### src/rtl/serializer_pkg.sv
// Shared definitions for the serializer: default word geometry, the FSM state
// encoding and the length codes that are rejected on request.
package serializer_pkg;

  localparam int DATA_W = 16;
  localparam int MOD_W  = $clog2(DATA_W);

  // Length codes 1 and 2 are reserved and never transmitted.
  localparam int MOD_ILLEGAL_1 = 1;
  localparam int MOD_ILLEGAL_2 = 2;

  typedef enum logic {
    IDLE  = 1'b0,
    SHIFT = 1'b1
  } state_t;

endpackage

### src/rtl/serializer.sv
// Parallel-to-serial converter, MSB first.
//
// Accepts a word plus a length code while idle and shifts out the top N bits,
// one per clock, with a valid strobe that feeds a downstream deserializer.
//
// state | meaning
// ------+--------------------------------------------------------------
// IDLE  | waiting for a legal request; outputs held at 0
// SHIFT | transmitting latched word; bit_cnt counts remaining bits - 1
//
// Ports:
//   clk_i          - clock, rising edge
//   rst_n_i        - asynchronous active-low reset
//   data_i         - parallel word to transmit
//   data_mod_i     - number of valid bits from the MSB (0 = full word)
//   data_val_i     - data_i / data_mod_i valid this cycle
//   ser_data_o     - serial data, 0 when not valid
//   ser_data_val_o - serial data valid
//   busy_o         - word in transmission, requests ignored
module serializer #(
  parameter int DATA_W = serializer_pkg::DATA_W,
  parameter int MOD_W  = serializer_pkg::MOD_W
) (
  input  logic              clk_i,
  input  logic              rst_n_i,
  input  logic [DATA_W-1:0] data_i,
  input  logic [MOD_W-1:0]  data_mod_i,
  input  logic              data_val_i,
  output logic              ser_data_o,
  output logic              ser_data_val_o,
  output logic              busy_o
);

  import serializer_pkg::*;

  state_t            state;
  state_t            state_nxt;
  logic [MOD_W-1:0]  bit_cnt;
  logic [MOD_W-1:0]  cnt_load;
  logic [DATA_W-1:0] shreg;
  logic              req_legal;
  logic              accept;

  assign req_legal = (data_mod_i != MOD_W'(MOD_ILLEGAL_1)) &&
                     (data_mod_i != MOD_W'(MOD_ILLEGAL_2));

  // Only sampled in IDLE, so a request arriving on the edge that ends the
  // last bit is ignored; this enforces the one-cycle minimum gap.
  assign accept = (state == IDLE) && data_val_i && req_legal;

  // Counter holds remaining bits minus one so terminal count is zero.
  assign cnt_load = (data_mod_i == '0) ? MOD_W'(DATA_W - 1)
                                       : data_mod_i - MOD_W'(1);

  always_ff @(posedge clk_i or negedge rst_n_i) begin
    if (!rst_n_i) begin
      state <= IDLE;
    end else begin
      state <= state_nxt;
    end
  end

  always_comb begin
    state_nxt = state;
    case (state)
      IDLE:    if (accept) state_nxt = SHIFT;
      SHIFT:   if (bit_cnt == '0) state_nxt = IDLE;
      default: state_nxt = IDLE;
    endcase
  end

  always_ff @(posedge clk_i or negedge rst_n_i) begin
    if (!rst_n_i) begin
      shreg   <= '0;
      bit_cnt <= '0;
    end else if (accept) begin
      shreg   <= data_i;
      bit_cnt <= cnt_load;
    end else if (state == SHIFT) begin
      shreg <= {shreg[DATA_W-2:0], 1'b0};
      if (bit_cnt != '0) bit_cnt <= bit_cnt - MOD_W'(1);
    end
  end

  assign ser_data_val_o = (state == SHIFT);
  assign busy_o         = (state == SHIFT);
  assign ser_data_o     = (state == SHIFT) & shreg[DATA_W-1];

endmodule
### config.mk
export PLATFORM = sky130hd
export DESIGN_NAME = serializer
export DESIGN_NICKNAME = d
export VERILOG_FILES = /design/src/rtl/serializer_pkg.sv /design/src/rtl/serializer.sv
export SDC_FILE = /design/constraint.sdc
export NUM_CORES = 1
export LEC_CHECK = 0
export CAP_MARGIN = 20
export CELL_PAD_IN_SITES_DETAIL_PLACEMENT = 1
export CELL_PAD_IN_SITES_GLOBAL_PLACEMENT = 1
export CORE_MARGIN = 5
export CORE_UTILIZATION = 50
export DETAILED_ROUTE_END_ITERATION = 8
export DONT_BUFFER_PORTS = 1
export PLACE_DENSITY_LB_ADDON = 0.1
export REMOVE_ABC_BUFFERS = 1
export SLEW_MARGIN = 15
export SYNTH_ARGS = -nofsm -noshare
export SYNTH_HDL_FRONTEND = slang
export SYNTH_SLANG_ARGS = --single-unit
### constraint.sdc
create_clock -name clk_i -period 2.9 [get_ports clk_i]
set_clock_uncertainty 0.15 [all_clocks]
set_input_delay 0.58 -clock clk_i [delete_from_list [all_inputs] [get_ports clk_i]]
set_output_delay 0.58 -clock clk_i [all_outputs]
set_load 0.05 [all_outputs]
; ---- Word level (Yosys, flattened, before mapping)
; Index checks and enable logic that the tools add are counted.
[op_classes]
n_reduce_logical = 9
n_bitwise = 2
muxes = 9
n_eq_ne = 2
add_sub_neg = 2
[ops]
columns = op, n
row1 = two-way mux 16 bit, 2
row2 = two-way mux 4 bit, 4
row3 = zero test 4 bit, 2
row4 = "subtractor 4 x 1 -> 4 bit, second input constant", 2
row5 = "!= test 4 x 1 -> 1 bit, second input constant", 1
row6 = "!= test 4 x 2 -> 1 bit, second input constant", 1
row7 = nonzero test 2 bit, 2
row8 = nonzero test 4 bit, 1
row9 = logical AND 1 bit, 3
row10 = two-way mux 1 bit, 2
row11 = one-hot mux 1 bit (2 select lines), 1
row12 = AND reduction 2 bit, 1
row13 = bitwise AND 1 bit, 1
row14 = inverter 1 bit, 1
[word_totals]
register_bits = 21
out_inout_bits = 3
input_bits = 23

; ---- Longest topological paths before layout
; Gate-level depths: netlist (run 1).
[depth]
depth_word = 5
mapped_depth = 8
mapped_depth_nobuf = 6

; ---- Worst setup path before layout (run 1)
; No wires, ideal clock.
[synth_timing]
kind = register to output
start = register state (netlist: busy_o)
end = output port ser_data_o
t_arrival_ns = 1.666
path_stages_with_launch = 4
path_buffers = 2
slack_ns = 0.504
cell_sequence = dfrtp_1 > buf_2 > clkbuf_1 > and2_1
[synth_between]
elab_chain_len = 1
[synth_rtl]
columns = element, line
row1 = start: declaration, serializer.sv:36  ; state_t state;
row2 = start signal: assignment, serializer.sv:59  ; state <= state_nxt;
row3 = bitwise AND 1 bit, serializer.sv:87  ; assign ser_data_o = (state == SHIFT) & shreg[DATA_W-1];
row4 = end: declaration, serializer.sv:29  ; output logic ser_data_o,
; No other way between the ends.

; ---- Final worst setup path (run 1)
[layout_timing]
start = register state (netlist: busy_o)
end = output port busy_o
[layout_lines]
columns = element, line
row1 = end: declaration, serializer.sv:31  ; output logic busy_o
; No word-level cell between the ends.

==> results of run 1 <==
## logic make-up after synthesis
group | synth area share
DFF | 0.475
adders and majority gates | 0.0679
and+or+nand+nor | 0.0566
buffers and inverters | 0.0634
xor gates and xnor gates | 0.00792
AOI/OAI and AO/OA | 0.329
## state kept, by name, summed over array words and instances (netlist names)
signal,flops
shreg,16
bit_cnt,4
busy_o,1
## layout make-up
cell class	instances	area (sq um)
timing repair buffer	5	47.5
multi-input combinational	67	510
inverter	7	26.3
tap	28	35.0
clock buffer	4	26.3
fill	247	998
sequential	21	526
## per-layer routing
| layer | GRT usage | up-vias | part of all wire |
|---|---|---|---|
| met5 | 0 | - | 0 |
| met4 | 0.0298 | 0 | 0.0038 |
| li1 | - | 385 | - |
| met2 | 0.274 | 11 | 0.52 |
| met3 | 0.0385 | 2 | 0.040 |
| met1 | 0.193 | 402 | 0.44 |
## timing repair
item	CTS	global route
hold endpoints to repair	21	0
resized for setup	0	0
endpoints found under the setup margin	0	0
hold buffers	1	0
## stage by stage
step	hold slack [ns]	setup slack [ns]
after floorplan	0.134	0.418
after global placement	0.135	0.783
after detailed placement	0.135	0.733
after CTS	0.282	0.743
after global routing	0.263	0.629
final	0.293	0.744
## power groups by stage
stage	Sequential, mW	Combinational (mW)	Clock [mW]
detailed placement	0.532	0.516	0
global placement	0.521	0.490	0
CTS	0.525	0.525	0.143
floorplan	0.552	0.366	0
finish	0.525	0.519	0.137
global route	0.546	0.573	0.159
## final timing paths
kind | from | endpoint | slack (ns) | cells after the start
setup / recovery | busy_o | busy_o | 0.74 | 1
hold / removal | data_i[0] | shreg[0] | 0.29 | 1
setup reg to reg | busy_o | shreg[10] | 1.03 | 4
hold reg to reg | shreg[15] | shreg[15] | 0.34 | 1
max in group asynchronous | rst_n_i | bit_cnt[1] | 1.77 | 2
min in group asynchronous | rst_n_i | shreg[14] | 0.43 | 1
## placed cells by master, fill, tap and decap left out, drive strengths merged, types with 3 or more instances in the layout
master / netlist / final
a21o: 15 / 15
inv: 7 / 7
a21oi: 7 / 7
nand2: 3 / 3
buf: 5 / 4
dfrtp: 21 / 21
ha: 6 / 6
o21ai: 4 / 4
clkbuf: 1 / 4
a22o: 16 / 16
nor2: 3 / 3
==> flow_summary.toml, run 1 <==
[run_status]
outcome = "complete, no violations"

[floorplan]
die_area_sq_mm = 0.00325
die_h_um = 57.0
core_area_sq_mm = 0.00217
io_pins = 26
die_w_um = 57.0
floorplan.initialDensity = 0.510
placement_rows = 17

[worst_setup_path]
critical_path_buf_inv_count = 1
setup.worst_path.class = "flip-flop to primary output"
crit_path_max_fanout = 16
delay_of_the_slowest_cell_on_the_worst_path_ns = 0.69
critPathLaunchType = "flip-flop"
cp_cell_sequence = "buf_4"
critical_path.top_delay_family = "flip-flops"
required_ns = 2.17
critical_path.endpoint_type = "primary output"
crit_slowest_cell = "sky130_fd_sc_hd__dfrtp_1"
cp_data_arrival_time_ns = 1.43

[cts]
clkSlewWorstSetupHoldPaths_ns = 0.12
clk_latency_ns = 0.29
cts_tree = "yes"
cts_post_setup_buffers_inserted = 0
clock_path_buffers = 2
cts-htree-levels = 1
numCtsBuffers = 3
cts.root.buffer_cell = "sky130_fd_sc_hd__clkbuf_4"
cts_sinks = 21

[logic_synthesis]
synth_cells = 101
synth_area_leaders = "sky130_fd_sc_hd__dfrtp_1, sky130_fd_sc_hd__a22o_1, sky130_fd_sc_hd__a21o_1"
asr_flop_ratio_synth = 1.00
synth.lib_cells_used.distinct = 27
synth-warning-count = 0
avgSynthCellArea_sq_um = 11.0
synth_top_area_frac = 0.475
most_frequently_used_flop_master_after_synthesis = "sky130_fd_sc_hd__dfrtp_1"
synth_commonest_cells = "sky130_fd_sc_hd__dfrtp_1, sky130_fd_sc_hd__a22o_1, sky130_fd_sc_hd__a21o_1"
yosys.cell_count.top_type = "sky130_fd_sc_hd__dfrtp_1"
yosysTopAreaCell = "sky130_fd_sc_hd__dfrtp_1"
synth_enable_flop_cells = 0
synth_seq_cells = 21
netlist_area_sq_mm = 0.00111
sequential_area_share_after_synthesis = 0.475

[power]
static-leakage-power_nw = 0.628
power_frac_comb = 0.439
power_density_mw_per_mm2 = 1010
vdd_drop_max_uv = 442
p_total_mw = 1.18
p_sw_mw = 0.460
power.internal_mw = 0.721
p_clk_frac = 0.116
power_switching_share = 0.389
seq_power_share = 0.445

[detailed_routing]
drt.antenna.violating_nets = 0
drc = 0
detail_route.vias_per_cell = 6.06
drt-pass1-iter-count = 3
wirelength_um = 2390
detail_route.wl_per_cell_um = 18.1
route.vias.total = 800
drt_first_iter_violations = 13

[sta]
rsz0062_at_grt = "no"
timing.slew.headroom = 0.552
timing.setup.tns_ns = 0
number_of_pins_with_negative_max_slew_slack_in_the_final_report = 0
setup_viol_count_final = 0
finalHoldViolCount = 0
layout_worst_path_cycle_share = 0.744
tightestPinTransition_ns = 0.673
maxClockFrequency_mhz = 464
period_minus_slack_ns = 2.16

[finish]
antenna-diode-count = 0
final_core_occ = 0.540
layoutNonFillerInstCount = 132
areaGrowthSynthToFinish_pct = 5.88
design_area_sq_mm = 0.00117
finalNetCount = 134
layout-drive-gt1-share = 0.0865

[global_routing]
grt_max_degree = 22
first_global_vias = 856
grt_antenna_before_repair = 0
global_route.overflow_total = 0
grt_first_pass_wirelength_um = 4020
grtUsageTotal = 0.155

[flow_run]
drv.max_cap_violation_count = 0

[placed_design]
dpl.cell_count = 126
gpl.final_weighted_congestion = 0.750
number_of_input_and_output_port_buffers_inserted = 0
placed_area_sq_mm = 0.00112
detailedPlacementHpwl_um = 1810

[hold_path]
min_path_type = "input pin to flip-flop"
Power figures use the tool's default switching activity.
==> run 2: changes to the inputs <==
--- a/config.mk
+++ b/config.mk
@@ -9,7 +9,7 @@
 export CELL_PAD_IN_SITES_DETAIL_PLACEMENT = 1
 export CELL_PAD_IN_SITES_GLOBAL_PLACEMENT = 1
 export CORE_MARGIN = 5
-export CORE_UTILIZATION = 50
+export CORE_UTILIZATION = 47
 export DETAILED_ROUTE_END_ITERATION = 8
 export DONT_BUFFER_PORTS = 1
 export PLACE_DENSITY_LB_ADDON = 0.1
==> constraint.sdc (replaced) <==
create_clock -name clk_i -period 2.17 [get_ports clk_i]
set_clock_uncertainty 0.15 [all_clocks]
set_input_delay 0.434 -clock clk_i [delete_from_list [all_inputs] [get_ports clk_i]]
set_output_delay 0.434 -clock clk_i [all_outputs]
set_load 0.05 [all_outputs]
==> run 2 against run 1 <==
Clock power grew 36%. First-iteration DRC count grew 100%. Combinational power grew 42%. Worst setup slack lost 0.54 ns. Sequential share of layout area shrank 0.18 points. Critical path depth is 2 higher. Critical endpoint is now ser_data_o. Largest cell class unchanged. Highest routed layer is now met3.
==> flow_summary.toml, run 2 (synthesis results as in run 1) <==
[finish]
layout_commonest_cell = "sky130_fd_sc_hd__dfrtp_1"
antenna-diode-count = 0
final_cell_mix = "sky130_fd_sc_hd__dfrtp_1, sky130_fd_sc_hd__a22o_1, sky130_fd_sc_hd__a21o_1"
finalNetCount = 134
layoutNonFillerInstCount = 132
final_core_occ = 0.528
largest_register_ff_count = 16
regMostFlops = "shreg"
multi_input_area_sq_um = 510
layout-drive-gt1-share = 0.106
nFillCells = 261
final-seq-area_sq_um = 527
design_area_sq_mm = 0.00118
areaGrowthSynthToFinish_pct = 6.56

[floorplan]
core_area_sq_mm = 0.00223
die_area_sq_mm = 0.00342
placement_rows = 17
io_pins = 26
die_w_um = 58.5
floorplan.initialDensity = 0.495
die_h_um = 58.5

[worst_setup_path]
critPathLaunchType = "flip-flop"
setup.worst_path.class = "flip-flop to primary output"
crit_path_max_fanout = 12
critical_path.endpoint_type = "primary output"
cp_data_arrival_time_ns = 1.38
crit_slowest_cell = "sky130_fd_sc_hd__dfrtp_2"
delay_of_the_slowest_cell_on_the_worst_path_ns = 0.51
required_ns = 1.59
cp_cell_sequence = "buf_4 > and2_1 > buf_12"

[placed_design]
number_of_input_and_output_port_buffers_inserted = 0
dp_slack_ns = 0.133
dpl.cell_count = 127
detailedPlacementHpwl_um = 1770
placed_area_sq_mm = 0.00114
gpl.final_weighted_congestion = 0.741

[sta]
fin_hold_ws_ns = 0.121
number_of_pins_with_negative_max_slew_slack_in_the_final_report = 0
rsz0062_at_grt = "no"
timing.slew.headroom = 0.360
tightestPinTransition_ns = 0.958
maxClockFrequency_mhz = 508
layout_worst_path_cycle_share = 0.907
finalWorstSetupSlack_ns = 0.202
timing.setup.tns_ns = 0
finalHoldViolCount = 0
period_minus_slack_ns = 1.97
setup_viol_count_final = 0

[global_routing]
grtUsageTotal = 0.157
global_route.overflow_total = 0
grt_max_degree = 22
grt_first_pass_wirelength_um = 4200
first_global_vias = 917
grt_antenna_before_repair = 0

[cts]
numCtsBuffers = 3
clock_path_buffers = 2
cts_tree = "yes"
cts.root.buffer_cell = "sky130_fd_sc_hd__clkbuf_4"
cts_post_setup_buffers_inserted = 0
clkSlewWorstSetupHoldPaths_ns = 0.12
cts_sinks = 21
clk_latency_ns = 0.30
cts-htree-levels = 1

[detailed_routing]
detail_route.wl_per_cell_um = 17.8
drt.antenna.violating_nets = 0
route.vias.total = 788
drt_first_iter_violations = 26
drc = 0
detail_route.vias_per_cell = 5.97
drt-pass1-iter-count = 4
wirelength_um = 2350

[power]
static-leakage-power_nw = 0.630
vdd_drop_max_uv = 761
p_total_mw = 1.62
power_density_mw_per_mm2 = 1370

[flow_run]
drv.max_cap_violation_count = 0

[run_status]
outcome = "complete, no violations"

[hold_path]
min_path_type = "input pin to flip-flop"
[run 2: changes by cell type in the layout (fill, tap and decap cells not counted), sizes merged]
cell | before | now
clkinv | 0 | 1
clkbuf | 4 | 3
[run 2: worst max-delay path: cells and delay by family (launching register included)]
family | cells | cell delay [ns]
flops | 1 | 0.51
buf+inv | 2 | 0.38
simple gates | 1 | 0.20
[run 2: where the power goes]
group	switching (mW)	internal, mW	leakage (nW)
Clock	0.118	0.0687	0.0177
Sequential	0.126	0.566	0.262
Combinational	0.381	0.356	0.350
[run 2: layer usage]
metal,GRT usage,routed length [um],vias up
met5,0,0,-
met4,0.0199,0,0
met3,0.0548,155,0
met2,0.254,1050,21
met1,0.207,1140,388
li1,-,-,379
[run 2: what timing repair did]
action / 4_1_cts / 5_1_grt
endpoints found under the hold margin: 21 / 0
endpoints found under the setup margin: 0 / 1
hold buffers: 1 / 0
resized for setup: 0 / 1
[run 2: layout make-up]
class	instances	area share
clock inverters	1	0.00425
flip-flops and latches	21	0.447
multi-input cells	67	0.433
well taps	28	0.0297
inverters	7	0.0223
repair buffers	5	0.0446
clock buffers	3	0.0191
[run 2: final timing paths]
check / startpoint / endpoint / slack (ns) / cells past startpoint
worst max-delay path: busy_o / ser_data_o / 0.20 / 3
worst min-delay path: data_i[0] / shreg[0] / 0.12 / 1
worst max register to register: busy_o / shreg[4] / 0.44 / 4
worst min register to register: shreg[7] / shreg[7] / 0.34 / 1
max in group asynchronous: rst_n_i / busy_o / 0.67 / 1
min in group asynchronous: rst_n_i / bit_cnt[2] / 0.56 / 1
==> run 3: changes to the inputs <==
--- a/config.mk
+++ b/config.mk
@@ -5,11 +5,12 @@
 export SDC_FILE = /design/constraint.sdc
 export NUM_CORES = 1
 export LEC_CHECK = 0
+export ABC_AREA = 1
 export CAP_MARGIN = 20
 export CELL_PAD_IN_SITES_DETAIL_PLACEMENT = 1
 export CELL_PAD_IN_SITES_GLOBAL_PLACEMENT = 1
 export CORE_MARGIN = 5
-export CORE_UTILIZATION = 47
+export CORE_UTILIZATION = 45
 export DETAILED_ROUTE_END_ITERATION = 8
 export DONT_BUFFER_PORTS = 1
 export PLACE_DENSITY_LB_ADDON = 0.1
==> run 3 against run 2 <==
Worst setup slack improved by 0.19 ns. Die area increased by 15%. Cell count up 43%. Register-to-register slack gained 0.18 ns. Fmax is 10% higher. Combinational power is 16% higher. Final area up 12%. Total power up 10%. Sequential cell count stayed put. Global-route usage fell by 2.0 points.
==> flow_summary.toml, run 3 <==
[logic_synthesis]
synth-warning-count = 0
yosys.area_share.xor_xnor = 0.00697
synth_seq_cells = 21
yosys.cell_count.top_type = "sky130_fd_sc_hd__nand2_1"
synth_compound_gate_area_share = 0.0149
synth_area_leaders = "sky130_fd_sc_hd__dfrtp_1, sky130_fd_sc_hd__nand2_1, sky130_fd_sc_hd__nand3_2"
synth_commonest_cells = "sky130_fd_sc_hd__nand2_1, sky130_fd_sc_hd__dfrtp_1, sky130_fd_sc_hd__inv_1"
asr_flop_ratio_synth = 1.00
yosysTopAreaCell = "sky130_fd_sc_hd__dfrtp_1"
avgSynthCellArea_sq_um = 8.16
synth.lib_cells_used.distinct = 20
synth_fa_ha_area_frac = 0.0598
sequential_area_share_after_synthesis = 0.418
netlist_area_sq_mm = 0.00126
synth_enable_flop_cells = 0
synth_top_area_frac = 0.418
yosys-mux-area-fraction = 0
synthSimpleGateAreaFrac = 0.417
synth_cells = 154
most_frequently_used_flop_master_after_synthesis = "sky130_fd_sc_hd__dfrtp_1"
largest_family_of_logic_cells_by_synthesized_area = "simple AND/OR/NAND/NOR gates"

[finish]
multi_input_area_sq_um = 627
finalNetCount = 188
design_area_sq_mm = 0.00132
antenna-diode-count = 0
areaGrowthSynthToFinish_pct = 5.18
regMostFlops = "shreg"
final_cell_mix = "sky130_fd_sc_hd__nand2_1, sky130_fd_sc_hd__dfrtp_1, sky130_fd_sc_hd__inv_1"
layout_commonest_cell = "sky130_fd_sc_hd__nand2_1"
layout-drive-gt1-share = 0.222
largest_register_ff_count = 16
final-seq-area_sq_um = 527
nFillCells = 339

[detailed_routing]
wirelength_um = 2490
drt_first_iter_violations = 28
drc = 0
detail_route.vias_per_cell = 4.91
route.vias.total = 928
detail_route.wl_per_cell_um = 13.2
drt-pass1-iter-count = 4
drt.antenna.violating_nets = 0

[cts]
cts_hold_buffers = 1
clock_path_buffers = 2
cts_post_setup_buffers_inserted = 0
cts_sinks = 21
cts_tree = "yes"
clk_latency_ns = 0.30
numCtsBuffers = 3
cts-htree-levels = 1
cts_resized = 0
clkSlewWorstSetupHoldPaths_ns = 0.12
cts.root.buffer_cell = "sky130_fd_sc_hd__clkbuf_4"

[floorplan]
die_h_um = 62.8
die_w_um = 62.8
die_area_sq_mm = 0.00395
floorplan.initialDensity = 0.464
core_area_sq_mm = 0.00271
io_pins = 26
placement_rows = 19

[worst_setup_path]
reg2reg_slack_ns = 0.62
crit_slowest_cell = "sky130_fd_sc_hd__dfrtp_2"
critical_path.endpoint_type = "primary output"
delay_of_the_slowest_cell_on_the_worst_path_ns = 0.55
crit_path_max_fanout = 15
cp_cell_sequence = "buf_4"
required_ns = 1.59
worstSetupPathDepth = 1
critPathLaunchType = "flip-flop"
cp_data_arrival_time_ns = 1.20
r2r_cells = 6
cp_launch_point = "busy_o"
timing.rr.start = "busy_o"
setup.worst_path.class = "flip-flop to primary output"
timing.critical_path.to = "ser_data_val_o"
critical_path_buf_inv_count = 1
reg_to_reg_end = "shreg[4]"
critical_path.top_delay_family = "flip-flops"

[power]
p_total_mw = 1.78
power.internal_mw = 0.972
p_clk_frac = 0.104
power_frac_comb = 0.480
p_sw_mw = 0.810
seq_power_share = 0.416
power_switching_share = 0.454
static-leakage-power_nw = 0.713
vdd_drop_max_uv = 754
power_density_mw_per_mm2 = 1350

[placed_design]
placed_area_sq_mm = 0.00127
number_of_input_and_output_port_buffers_inserted = 0
gpl.final_weighted_congestion = 0.802
dp_slack_ns = 0.399
detailedPlacementHpwl_um = 1900

[global_routing]
grt_antenna_before_repair = 0
grt_first_pass_wirelength_um = 4440
grt_max_degree = 22
global_route.overflow_total = 0
first_global_vias = 982
grtUsageTotal = 0.137

[sta]
finalWorstSetupSlack_ns = 0.387
setup_viol_count_final = 0
period_minus_slack_ns = 1.78
maxClockFrequency_mhz = 561
tightestPinTransition_ns = 0.482
layout_worst_path_cycle_share = 0.822
timing.slew.headroom = 0.678
rsz0062_at_grt = "no"
number_of_pins_with_negative_max_slew_slack_in_the_final_report = 0
timing.setup.tns_ns = 0
fin_hold_ws_ns = 0.0912
finalHoldViolCount = 0

[hold_path]
min_path_type = "input pin to flip-flop"

[run_status]
outcome = "complete, no violations"

[flow_run]
drv.max_cap_violation_count = 0
==> run 3: cell count changes in the layout (fill, tap and decap cells not counted), sizes merged, moves of 2 or more <==
cell	before	now
nand2	3	76
a22o	16	0
a21o	15	0
or2	0	2
o21ai	4	1
inv	7	14
nor2	3	6
a21oi	7	0
nand3	1	20
==> run 3: cell families (layout without fill, tap and decap cells) <==
group	count (synthesis)	count (layout)
simple gates	104	104
xor+xnor	1	1
flops	21	21
buf+inv	19	23
compound gates	3	3
fa+ha+maj	6	6
==> run 3: worst min path at each step <==
stage              start    endpoint  cells past startpoint
2_1_floorplan    rst_n_i  bit_cnt[0]                      0
3_3_place_gp     rst_n_i   shreg[15]                      0
3_5_place_dp     rst_n_i   shreg[15]                      0
4_1_cts        data_i[0]    shreg[0]                      2
5_1_grt        data_i[0]    shreg[0]                      2
6_report       data_i[0]    shreg[0]                      2
==> run 3: final cells by class <==
class | instances | share of cell area
clock buffer | 3 | 0.0170
clock inverter | 1 | 0.00379
inverter | 14 | 0.0436
multi-input combinational | 114 | 0.474
sequential | 21 | 0.399
tap | 31 | 0.0294
timing repair buffer | 5 | 0.0331
==> run 3: through the flow <==
step / util / cells
floorplan: - / 149
global placement: 0.470 / 183
detailed placement: 0.470 / 183
CTS: 0.483 / 188
global route: 0.488 / 189
finish: 0.488 / 189
==> run 3: power by group through the flow <==
stage,clock network [mW],logic [mW],registers (mW)
after CTS,0.198,0.880,0.742
after detailed placement,0,0.869,0.747
final,0.185,0.855,0.742
after global placement,0,0.831,0.743
after global routing,0.220,0.978,0.771
after floorplan,0,0.615,0.787
==> run 3: metal layers <==
| metal | vias up | global-route usage | routed length, um |
|---|---|---|---|
| met4 | 0 | 0.0398 | 12 |
| met2 | 20 | 0.215 | 1160 |
| met3 | 2 | 0.0360 | 94 |
| li1 | 484 | - | - |
| met5 | - | 0 | 0 |
| met1 | 422 | 0.184 | 1220 |
